File: src/rtl/attn_job_loader_pkg.sv
`default_nettype none
// ============================================================================
// attn_job_loader_pkg : shared constants and state encoding for the loader
// Revision: 1.0
// ============================================================================
package attn_job_loader_pkg;

    localparam int unsigned ELEM_W   = 16;
    localparam int unsigned OPD_W    = 512;
    localparam int unsigned RES_W    = 256;
    localparam int unsigned BEAT_QRY = 32;
    localparam int unsigned BEAT_VAL = 64;
    localparam int unsigned BEAT_END = 96;

    typedef enum logic [2:0] {
        ST_LOAD    = 3'd0,
        ST_ARM     = 3'd1,
        ST_RUN     = 3'd2,
        ST_CAPTURE = 3'd3,
        ST_DRAIN   = 3'd4
    } state_e;

endpackage
`default_nettype wire

File: src/rtl/attn_job_loader_serializer.sv
`default_nettype none
// ============================================================================
// attn_res_serializer : holds the captured result and streams it as words
// Revision: 1.0
// ============================================================================
module attn_res_serializer
    import attn_job_loader_pkg::*;
#(
    parameter int DATA_W    = ELEM_W,
    parameter int RES_ELEMS = 16
)(
    input  logic              clk,
    input  logic              rst_n,
    input  logic              load,
    input  logic [RES_W-1:0]  res_in,
    output logic              out_valid,
    input  logic              out_ready,
    output logic [DATA_W-1:0] out_data,
    output logic              out_last,
    output logic              done
);

    localparam int IDX_W = $clog2(RES_ELEMS);

    logic [RES_W-1:0] res_q, res_d;
    logic [IDX_W-1:0] idx_q, idx_d;
    logic             valid_q, valid_d;
    logic             at_last;

    assign at_last   = (idx_q == IDX_W'(RES_ELEMS - 1));
    assign out_valid = valid_q;
    assign out_last  = valid_q && at_last;
    assign done      = valid_q && out_ready && at_last;

    always_comb begin
        res_d   = res_q;
        idx_d   = idx_q;
        valid_d = valid_q;
        if (load) begin
            res_d   = res_in;
            idx_d   = '0;
            valid_d = 1'b1;
        end else if (valid_q && out_ready) begin
            // Index wraps back to 0 after the last word
            idx_d = idx_q + IDX_W'(1);
            if (at_last) begin
                valid_d = 1'b0;
            end
        end
    end

    always_comb begin
        out_data = '0;
        for (int i = 0; i < RES_ELEMS; i++) begin
            if (idx_q == IDX_W'(i)) begin
                out_data = res_q[i*DATA_W +: DATA_W];
            end
        end
    end

    always_ff @(posedge clk or negedge rst_n) begin
        if (!rst_n) begin
            res_q   <= '0;
            idx_q   <= '0;
            valid_q <= 1'b0;
        end else begin
            res_q   <= res_d;
            idx_q   <= idx_d;
            valid_q <= valid_d;
        end
    end

endmodule
`default_nettype wire

File: src/rtl/attn_job_loader.sv
`default_nettype none
// ============================================================================
// attn_job_loader : loads K/Q/V operands, runs one attention job, drains result
// Optional RUN timeout abort enabled by ATTN_LOADER_TIMEOUT_EN.  Revision: 1.0
// ============================================================================
module attn_job_loader
    import attn_job_loader_pkg::*;
#(
    parameter int DATA_W    = ELEM_W,
    parameter int MAT_ELEMS = 32,
    parameter int RES_ELEMS = 16
`ifdef ATTN_LOADER_TIMEOUT_EN
    , parameter int TIMEOUT_CYC = 4096
`endif
)(
    input  logic                           clk,
    input  logic                           rst_n,
    input  logic                           in_valid,
    output logic                           in_ready,
    input  logic [DATA_W-1:0]              in_data,
    output logic [MAT_ELEMS*DATA_W-1:0]    key_bus,
    output logic [MAT_ELEMS*DATA_W-1:0]    query_bus,
    output logic [MAT_ELEMS*DATA_W-1:0]    value_bus,
    output logic                           attn_en,
    output logic                           attn_rst_n,
    input  logic [RES_ELEMS*DATA_W-1:0]    attn_res,
    input  logic                           attn_done,
    output logic                           out_valid,
    input  logic                           out_ready,
    output logic [DATA_W-1:0]              out_data,
    output logic                           out_last,
    output logic                           busy,
    output logic                           error
);

    state_e           state_q, state_d;
    logic [6:0]       beat_q, beat_d;
    logic [OPD_W-1:0] key_q, key_d, query_q, query_d, value_q, value_d;
    logic             in_ready_q, in_ready_d;
    logic             attn_en_q, attn_en_d;
    logic             attn_rst_n_q, attn_rst_n_d;
    logic             busy_q, busy_d;
    logic             drain_done;

`ifdef ATTN_LOADER_TIMEOUT_EN
    localparam int CNT_W = $clog2(TIMEOUT_CYC);
    logic [CNT_W-1:0] run_cnt_q, run_cnt_d;
    logic             error_q, error_d;
`endif

    always_comb begin
        state_d = state_q;
        beat_d  = beat_q;
        key_d   = key_q;
        query_d = query_q;
        value_d = value_q;
`ifdef ATTN_LOADER_TIMEOUT_EN
        run_cnt_d = run_cnt_q;
        error_d   = error_q;
`endif
        case (state_q)
            ST_LOAD: begin
                if (in_valid && in_ready_q) begin
                    for (int k = 0; k < MAT_ELEMS; k++) begin
                        if (beat_q == 7'(k))            key_d[k*DATA_W +: DATA_W]   = in_data;
                        if (beat_q == 7'(k + BEAT_QRY)) query_d[k*DATA_W +: DATA_W] = in_data;
                        if (beat_q == 7'(k + BEAT_VAL)) value_d[k*DATA_W +: DATA_W] = in_data;
                    end
                    beat_d = beat_q + 7'd1;
                    if (beat_q == 7'(BEAT_END - 1)) begin
                        state_d = ST_ARM;
                    end
                end
            end
            ST_ARM: begin
                state_d = ST_RUN;
`ifdef ATTN_LOADER_TIMEOUT_EN
                run_cnt_d = '0;
`endif
            end
            ST_RUN: begin
                if (attn_done) begin
                    state_d = ST_CAPTURE;
                end
`ifdef ATTN_LOADER_TIMEOUT_EN
                // Done on the same cycle as the limit takes priority over abort
                else if (run_cnt_q == CNT_W'(TIMEOUT_CYC - 1)) begin
                    error_d = 1'b1;
                    state_d = ST_LOAD;
                    beat_d  = '0;
                end else begin
                    run_cnt_d = run_cnt_q + CNT_W'(1);
                end
`endif
            end
            ST_CAPTURE: state_d = ST_DRAIN;
            ST_DRAIN: begin
                if (drain_done) begin
                    state_d = ST_LOAD;
                    beat_d  = '0;
                end
            end
            default: begin
                state_d = ST_LOAD;
                beat_d  = '0;
            end
        endcase

        // Outputs are registered from the next state so they line up with it
        in_ready_d   = (state_d == ST_LOAD);
        attn_en_d    = (state_d == ST_RUN);
        attn_rst_n_d = (state_d != ST_ARM);
        busy_d       = !((state_d == ST_LOAD) && (beat_d == 7'd0));
    end

    always_ff @(posedge clk or negedge rst_n) begin
        if (!rst_n) begin
            state_q      <= ST_LOAD;
            beat_q       <= '0;
            key_q        <= '0;
            query_q      <= '0;
            value_q      <= '0;
            in_ready_q   <= 1'b0;
            attn_en_q    <= 1'b0;
            attn_rst_n_q <= 1'b0;
            busy_q       <= 1'b0;
        end else begin
            state_q      <= state_d;
            beat_q       <= beat_d;
            key_q        <= key_d;
            query_q      <= query_d;
            value_q      <= value_d;
            in_ready_q   <= in_ready_d;
            attn_en_q    <= attn_en_d;
            attn_rst_n_q <= attn_rst_n_d;
            busy_q       <= busy_d;
        end
    end

`ifdef ATTN_LOADER_TIMEOUT_EN
    always_ff @(posedge clk or negedge rst_n) begin
        if (!rst_n) begin
            run_cnt_q <= '0;
            error_q   <= 1'b0;
        end else begin
            run_cnt_q <= run_cnt_d;
            error_q   <= error_d;
        end
    end
    assign error = error_q;
`else
    assign error = 1'b0;
`endif

    assign in_ready   = in_ready_q;
    assign key_bus    = key_q;
    assign query_bus  = query_q;
    assign value_bus  = value_q;
    assign attn_en    = attn_en_q;
    assign attn_rst_n = attn_rst_n_q;
    assign busy       = busy_q;

    attn_res_serializer #(
        .DATA_W    (DATA_W),
        .RES_ELEMS (RES_ELEMS)
    ) u_serializer (
        .clk       (clk),
        .rst_n     (rst_n),
        .load      (state_q == ST_CAPTURE),
        .res_in    (attn_res),
        .out_valid (out_valid),
        .out_ready (out_ready),
        .out_data  (out_data),
        .out_last  (out_last),
        .done      (drain_done)
    );

endmodule
`default_nettype wire
File: config.mk
export PLATFORM = sky130hd
export DESIGN_NAME = attn_job_loader
export DESIGN_NICKNAME = d
export VERILOG_FILES = /design/src/rtl/attn_job_loader_pkg.sv /design/src/rtl/attn_job_loader_serializer.sv /design/src/rtl/attn_job_loader.sv
export SDC_FILE = /design/constraint.sdc
export NUM_CORES = 2
export LEC_CHECK = 0
export BUFFER_PORTS_ARGS = -buffer_cell sky130_fd_sc_hd__buf_2
export CELL_PAD_IN_SITES_DETAIL_PLACEMENT = 0
export CELL_PAD_IN_SITES_GLOBAL_PLACEMENT = 1
export CORE_AREA = 3 3 709 711
export DETAILED_ROUTE_END_ITERATION = 8
export DIE_AREA = 0 0 712 714
export PLACE_DENSITY_LB_ADDON = 0.05
export SLEW_MARGIN = 20
export SYNTH_ARGS = -nofsm -noshare
export SYNTH_HDL_FRONTEND = slang
export SYNTH_HIERARCHICAL = 1
export SYNTH_SLANG_ARGS = --single-unit
File: constraint.sdc
create_clock -name clk -period 2.63 [get_ports clk]
set_clock_uncertainty 0.15 [all_clocks]
set_input_delay 0.1315 -clock clk [delete_from_list [all_inputs] [get_ports clk]]
set_output_delay 0.1315 -clock clk [all_outputs]
set_load 0.03 [all_outputs]
-- Word-level counts from Yosys, hierarchy flattened
Cells that the tools add are included.
- bits in registers: 1811
- latch bits: 0
- memory bits (writable): 0
- bits in read-only memories: 0
- bits of input ports: 277
- logic and storage cells: 363
- memories kept: 0
- add/sub/neg operators: 2
- multipliers: 0
- div/mod/pow operators: 0
- magnitude comparators: 0
- eq/ne operators: 116
- shifts and indexed selects: 0
- mux-type cells: 29
- bitwise gates (word level): 0
- reduce and logical (&&, ||, !) cells: 111
- operators by type and width (operator ; number):
    3-bit AND reduction ; 96
    16-bit 2-to-1 mux ; 16
    7-bit by 6-bit == test with 1-bit output (second input constant) ; 32
    7-bit == test (second input constant) ; 32
    7-bit by 5-bit == test with 1-bit output (second input constant) ; 16
    7-bit by 4-bit == test with 1-bit output (second input constant) ; 8
    4-bit == test (second input constant) ; 8
    7-bit by 3-bit == test with 1-bit output (second input constant) ; 4
    7-bit one-hot mux with 3 select lines ; 1
    4-bit by 3-bit == test with 1-bit output (second input constant) ; 4
    3-bit one-hot mux with 5 select lines ; 1
    7-bit by 2-bit == test with 1-bit output (second input constant) ; 2
    7-bit zero test ; 2
    7-bit 2-to-1 mux ; 2
    3-bit 2-to-1 mux ; 4
    3-bit by 2-bit == test with 1-bit output (second input constant) ; 3
    4-bit by 2-bit == test with 1-bit output (second input constant) ; 2
    4-bit 2-to-1 mux ; 2
    7-bit by 1-bit adder with 7-bit output (second input constant) ; 1
    7-bit by 1-bit == test with 1-bit output (second input constant) ; 1
    3-bit zero test ; 2
    1-bit logical AND ; 5
    4-bit by 1-bit adder with 4-bit output (second input constant) ; 1
    4-bit by 1-bit == test with 1-bit output (second input constant) ; 1
    9 further kinds ; 12

-- Logic depth before layout (Yosys ltp)
- depth after elaboration: 17
- mapped depth: 11
- mapped depth without buffers: 8

-- By module
The synthesis kept the hierarchy.
- by module, submodules not included (module ; instances ; cells an instance ; area an instance (sq um) ; sequential area each (sq um)):
    attn_job_loader ; 1 ; 3618 ; 58670.0 ; 38787.2
    attn_res_serializer ; 1 ; 1018 ; 12196.7 ; 6531.3

-- Worst setup path after synthesis
OpenSTA, ideal clock, no wires.
- path type: register to register
- start point: register u_serializer.idx_q[0]
- end point: register busy_q, in the netlist busy
- library setup time: 69 ps
- arrival: 2424 ps
- data required time: 2411 ps
- slack: -12 ps
- stages on the path, launching flop included: 12
- period minus slack after synthesis: 2642 ps
- path through: dfrtp_1 > ha_1 > buf_6 > clkbuf_1 > buf_1 > nand2_1 > nor2_1 > or4b_2 > o21ai_0 > o2bb2ai_1 > nor4_1 > nand3_1
- word-level cells in the longest chain between the ends: 7
- elaborated cells on any way between the ends: 10
- ends and longest elaborated chain (item ; line ; text):
    start, declared ; attn_job_loader_serializer.sv:26 ; logic [IDX_W-1:0] idx_q, idx_d;
    start signal, assigned ; attn_job_loader_serializer.sv:68 ; idx_q <= idx_d;
    4-bit == test ; attn_job_loader_serializer.sv:30 ; assign at_last = (idx_q == IDX_W'(RES_ELEMS - 1));
    1-bit logical AND ; attn_job_loader_serializer.sv:33 ; assign done = valid_q && out_ready && at_last;
    named net drain_done ; attn_job_loader.sv:43 ; logic drain_done;
    7-bit 2-to-1 mux ; attn_job_loader.sv:98 ; if (drain_done) begin
    7-bit one-hot mux with 3 select lines ; attn_job_loader.sv:61 ; case (state_q)
    named net beat_d[1] ; attn_job_loader.sv:37 ; logic [6:0] beat_q, beat_d;
    7-bit zero test ; attn_job_loader.sv:113 ; busy_d = !((state_d == ST_LOAD) && (beat_d == 7'd0));
    1-bit logical AND ; attn_job_loader.sv:113 ;
    1-bit zero test ; attn_job_loader.sv:113 ;
    named net busy_d ; attn_job_loader.sv:42 ; logic busy_q, busy_d;
    end signal, assigned ; attn_job_loader.sv:136 ; busy_q <= busy_d;
    end, declared ; attn_job_loader.sv:42 ;
The timed path passes the listed nets, and every way through them passes these cells.
A chain may end at the register's enable or synchronous reset.

-- Worst setup path in the final report
- start point: register u_serializer.idx_q[0]
- end point: output out_data[3]
- word-level cells in the longest chain between the ends: 17
- elaborated cells on any way between the ends: 32
- ends and longest elaborated chain (item ; line ; text):
    4-bit zero test ; attn_job_loader_serializer.sv:55 ; if (idx_q == IDX_W'(i)) begin
    16-bit 2-to-1 mux (15 in series) ; attn_job_loader_serializer.sv:55 ;
    16-bit 2-to-1 mux (*) ; attn_job_loader_serializer.sv:55 ;
    end, declared ; attn_job_loader.sv:30 ; output logic [DATA_W-1:0] out_data,
Every way passes the cells marked *; elsewhere a longest branch is shown, timed or not.

==> metrics.yaml <==
status: "finished, violations left"
violations: "negative setup slack"
cp_data_arrival_time_ps: 3350
async_flop_share_pct: 100
clk_pin_slew_ps: 60
crit_type: "reg2out"
synth_edf_count: 0
slew_violations: 0
use_met3_pct: 6.12
synth.ff_latch_count: 1811
std_cell_rows: 259
first_pass_iters: 5
synth-main-ff-cell: "dfrtp_1"
grt_pass1_wl_um: 589000
slew_headroom_pct: 33.1
grt_max_degree: 99
clock.fmax_mhz: 276
max-vdd-ir-drop_mv: 0.457
maxCapViolCount: 0
grt.busiest_layer: "met2"
yosysSeqAreaShare_pct: 63.9
drtAntennaViolNets: 0
hold_class: "in2reg"
powerDensity_nw_per_um2: 1060
globalRouteOverflowTotal: 0
drc_errors: 0
required_ps: 2350
insertion_delay_ps: 890
cp-start-kind: "flop"
yosys.area.top_type: "dfrtp_1"
yosys_warnings: 6
synth_top_cell_area_share_pct: 63.9
synth_nets: 4921
dieWidth_um: 712
die_h_um: 714
ios: 1836
fin_util_pct: 22.1
area_delta_synth_final_pct: 54.8
rsz0062_at_grt: "yes"
synth_area_leaders: "dfrtp_1 64%, mux2_2 28%, clkbuf_1 1.4%"
cts_tree: "done"
ys_types: 72
htreeDepth: 5
drive_gt1_share_pct: 61.5
whs_ps: 101
clockBufferDepth: 4
setup_viol: 214
portBuffers: 1834
syn_inst: 4636
numCtsBuffers: 263
die_area_um2: 508000
antenna_found_initial: 76
place.gp.congestion: 0.786
setup_slack_ps: -1000
start_util_pct: 14.3
hpwlAfterDp_um: 337000
cp_max_fo: 7
vias: 51635
wl_um: 454000
dpl_worst_slack_ps: -654
min_period_ps: 3630
grtUsageMet2_pct: 31.2
synthesis.area_um2: 70900
cts_sinks: 1811
grt_pass1_vias: 55832
critPathCaptureType: "output port"
wl_per_cell_um: 31.8
tightest_slew_ps: 1000
viasPerCell: 3.61
cts-root-buf: "clkbuf_16"
finalHoldViolCount: 0
fin_tns_setup_ps: -29490
leakage_nw: 55.5
dr.first_iter.drc_count: 2166
grt_usage_pct: 17.3
post-route-period-util_pct: 138
nets: 7682
coreArea_um2: 497000
avgSynthCellArea_um2: 15.3
grt_use_met1_pct: 19.1
[cell families after synthesis]
logic type | Yosys count | share of synthesized area, %
compound gates | 285 | 2.83
mux | 1749 | 27.8
flops | 1811 | 63.9
fa+ha+maj | 8 | 0.141
xor+xnor | 4 | 0.0494
buf+inv | 417 | 2.55
other cells | 1 | 0.00529
simple gates | 361 | 2.69
[placed cells by master, fill, tap and decap left out, types with 7 or more instances in the layout]
cell type,n
dfrtp_1,1809
buf_2,1800
mux2_2,1548
dlygate4sd3_1,532
clkbuf_16,269
buf_4,244
buf_12,220
mux2_4,198
nand2_1,158
clkbuf_1,76
buf_6,59
clkbuf_8,55
o21ai_0,52
diode_2,41
a21oi_1,41
inv_1,36
nor2_1,34
nor2_2,30
clkinv_2,28
a221oi_2,21
o22ai_1,17
nand3_1,16
nand3b_1,14
nor2_4,14
or3_1,12
o211ai_1,12
o221ai_2,11
a221oi_1,11
nor2_8,10
a21oi_2,10
a2bb2oi_4,10
nand2b_1,9
buf_16,9
a22o_1,9
nor3_2,8
o2bb2ai_1,8
clkinv_8,8
nor3b_1,8
clkinv_16,7
o21bai_1,7
[synthesized netlist by cell type (14+ instances only)]
| cell type | instances |
|---|---|
| dfrtp_1 | 1811 |
| a21oi_1 | 54 |
| nor2_2 | 22 |
| nand2_1 | 162 |
| nand3_1 | 18 |
| clkbuf_1 | 262 |
| buf_2 | 83 |
| nand3b_1 | 14 |
| or3_1 | 14 |
| a2bb2oi_1 | 17 |
| a221oi_1 | 32 |
| mux2_2 | 1744 |
| nor2_1 | 55 |
| o221ai_1 | 17 |
| o21ai_0 | 57 |
| inv_1 | 41 |
| o22ai_1 | 24 |
[per-layer routing]
| metal | part of all wire [%] | vias to the layer above |
|---|---|---|
| met5 | 0.028 | - |
| met4 | 3.3 | 18 |
| met3 | 8.1 | 481 |
| met2 | 51 | 1698 |
| met1 | 38 | 27419 |
| li1 | - | 22019 |
[repair_timing]
action                                   CTS  global route
resized for setup                        348           105
setup buffers                             31            19
hold buffers                             532             0
hold endpoints to repair                3450             0
pin swaps                                 57            40
gates cloned                               9             1
endpoints found under the setup margin   277           341
[per-stage QoR]
step                cells  cell area [um2]  power, W
finish              14290           110000     0.116
global route        14255           110000     0.122
CTS                 14233           109000     0.118
detailed placement  13208            93000    0.0776
global placement    13208            93000    0.0775
floorplan            4636            70900    0.0580
[final cells by class]
type                            count  area, um2
Fill cell                       53374     387000
Clock inverter                     63        815
Tap cell                         6655       8330
Sequential cell                  1811      45300
Antenna cell                       41        103
Clock buffer                      399       7750
Timing Repair Buffer             2869      21600
Multi-Input combinational cell   2408      25600
Inverter                           44        174
[power breakdown]
part / switching [W] / internal, W
clock: 0.0148 / 0.0211
combinational: 0.0284 / 0.0149
sequential: 0.00335 / 0.0338
[registers in the layout (all words and copies together), names as in the netlist]
register                count
key_bus                   512
query_bus                 512
value_bus                 512
u_serializer/res_q        256
beat_q                      7
u_serializer/idx_q          4
state_q                     3
attn_en                     1
attn_rst_n                  1
busy                        1
in_ready                    1
u_serializer/out_valid      1
[worst max-delay path: stages (launching register included)]
cell and delay [ps]:
dfrtp_2 470, ha_4 190, or3_4 400, buf_12 170, buf_8 130, a211o_4 330, a41oi_4 280, buf_6 150
a2bb2oi_4 160, buf_6 150
[final timing paths]
path,startpoint,cells past startpoint,endpoint,slack (ps)
setup / recovery,u_serializer/idx_q[0],9,out_data[3],-1000
hold / removal,attn_done,5,attn_en,100
setup reg to reg,state_q[1],9,query_bus[29],-170
hold reg to reg,value_bus[511],2,value_bus[511],320
max in group asynchronous,rst_n,4,u_serializer/res_q[212],350
min in group asynchronous,rst_n,4,query_bus[6],500
Power figures use the tool's default switching activity.
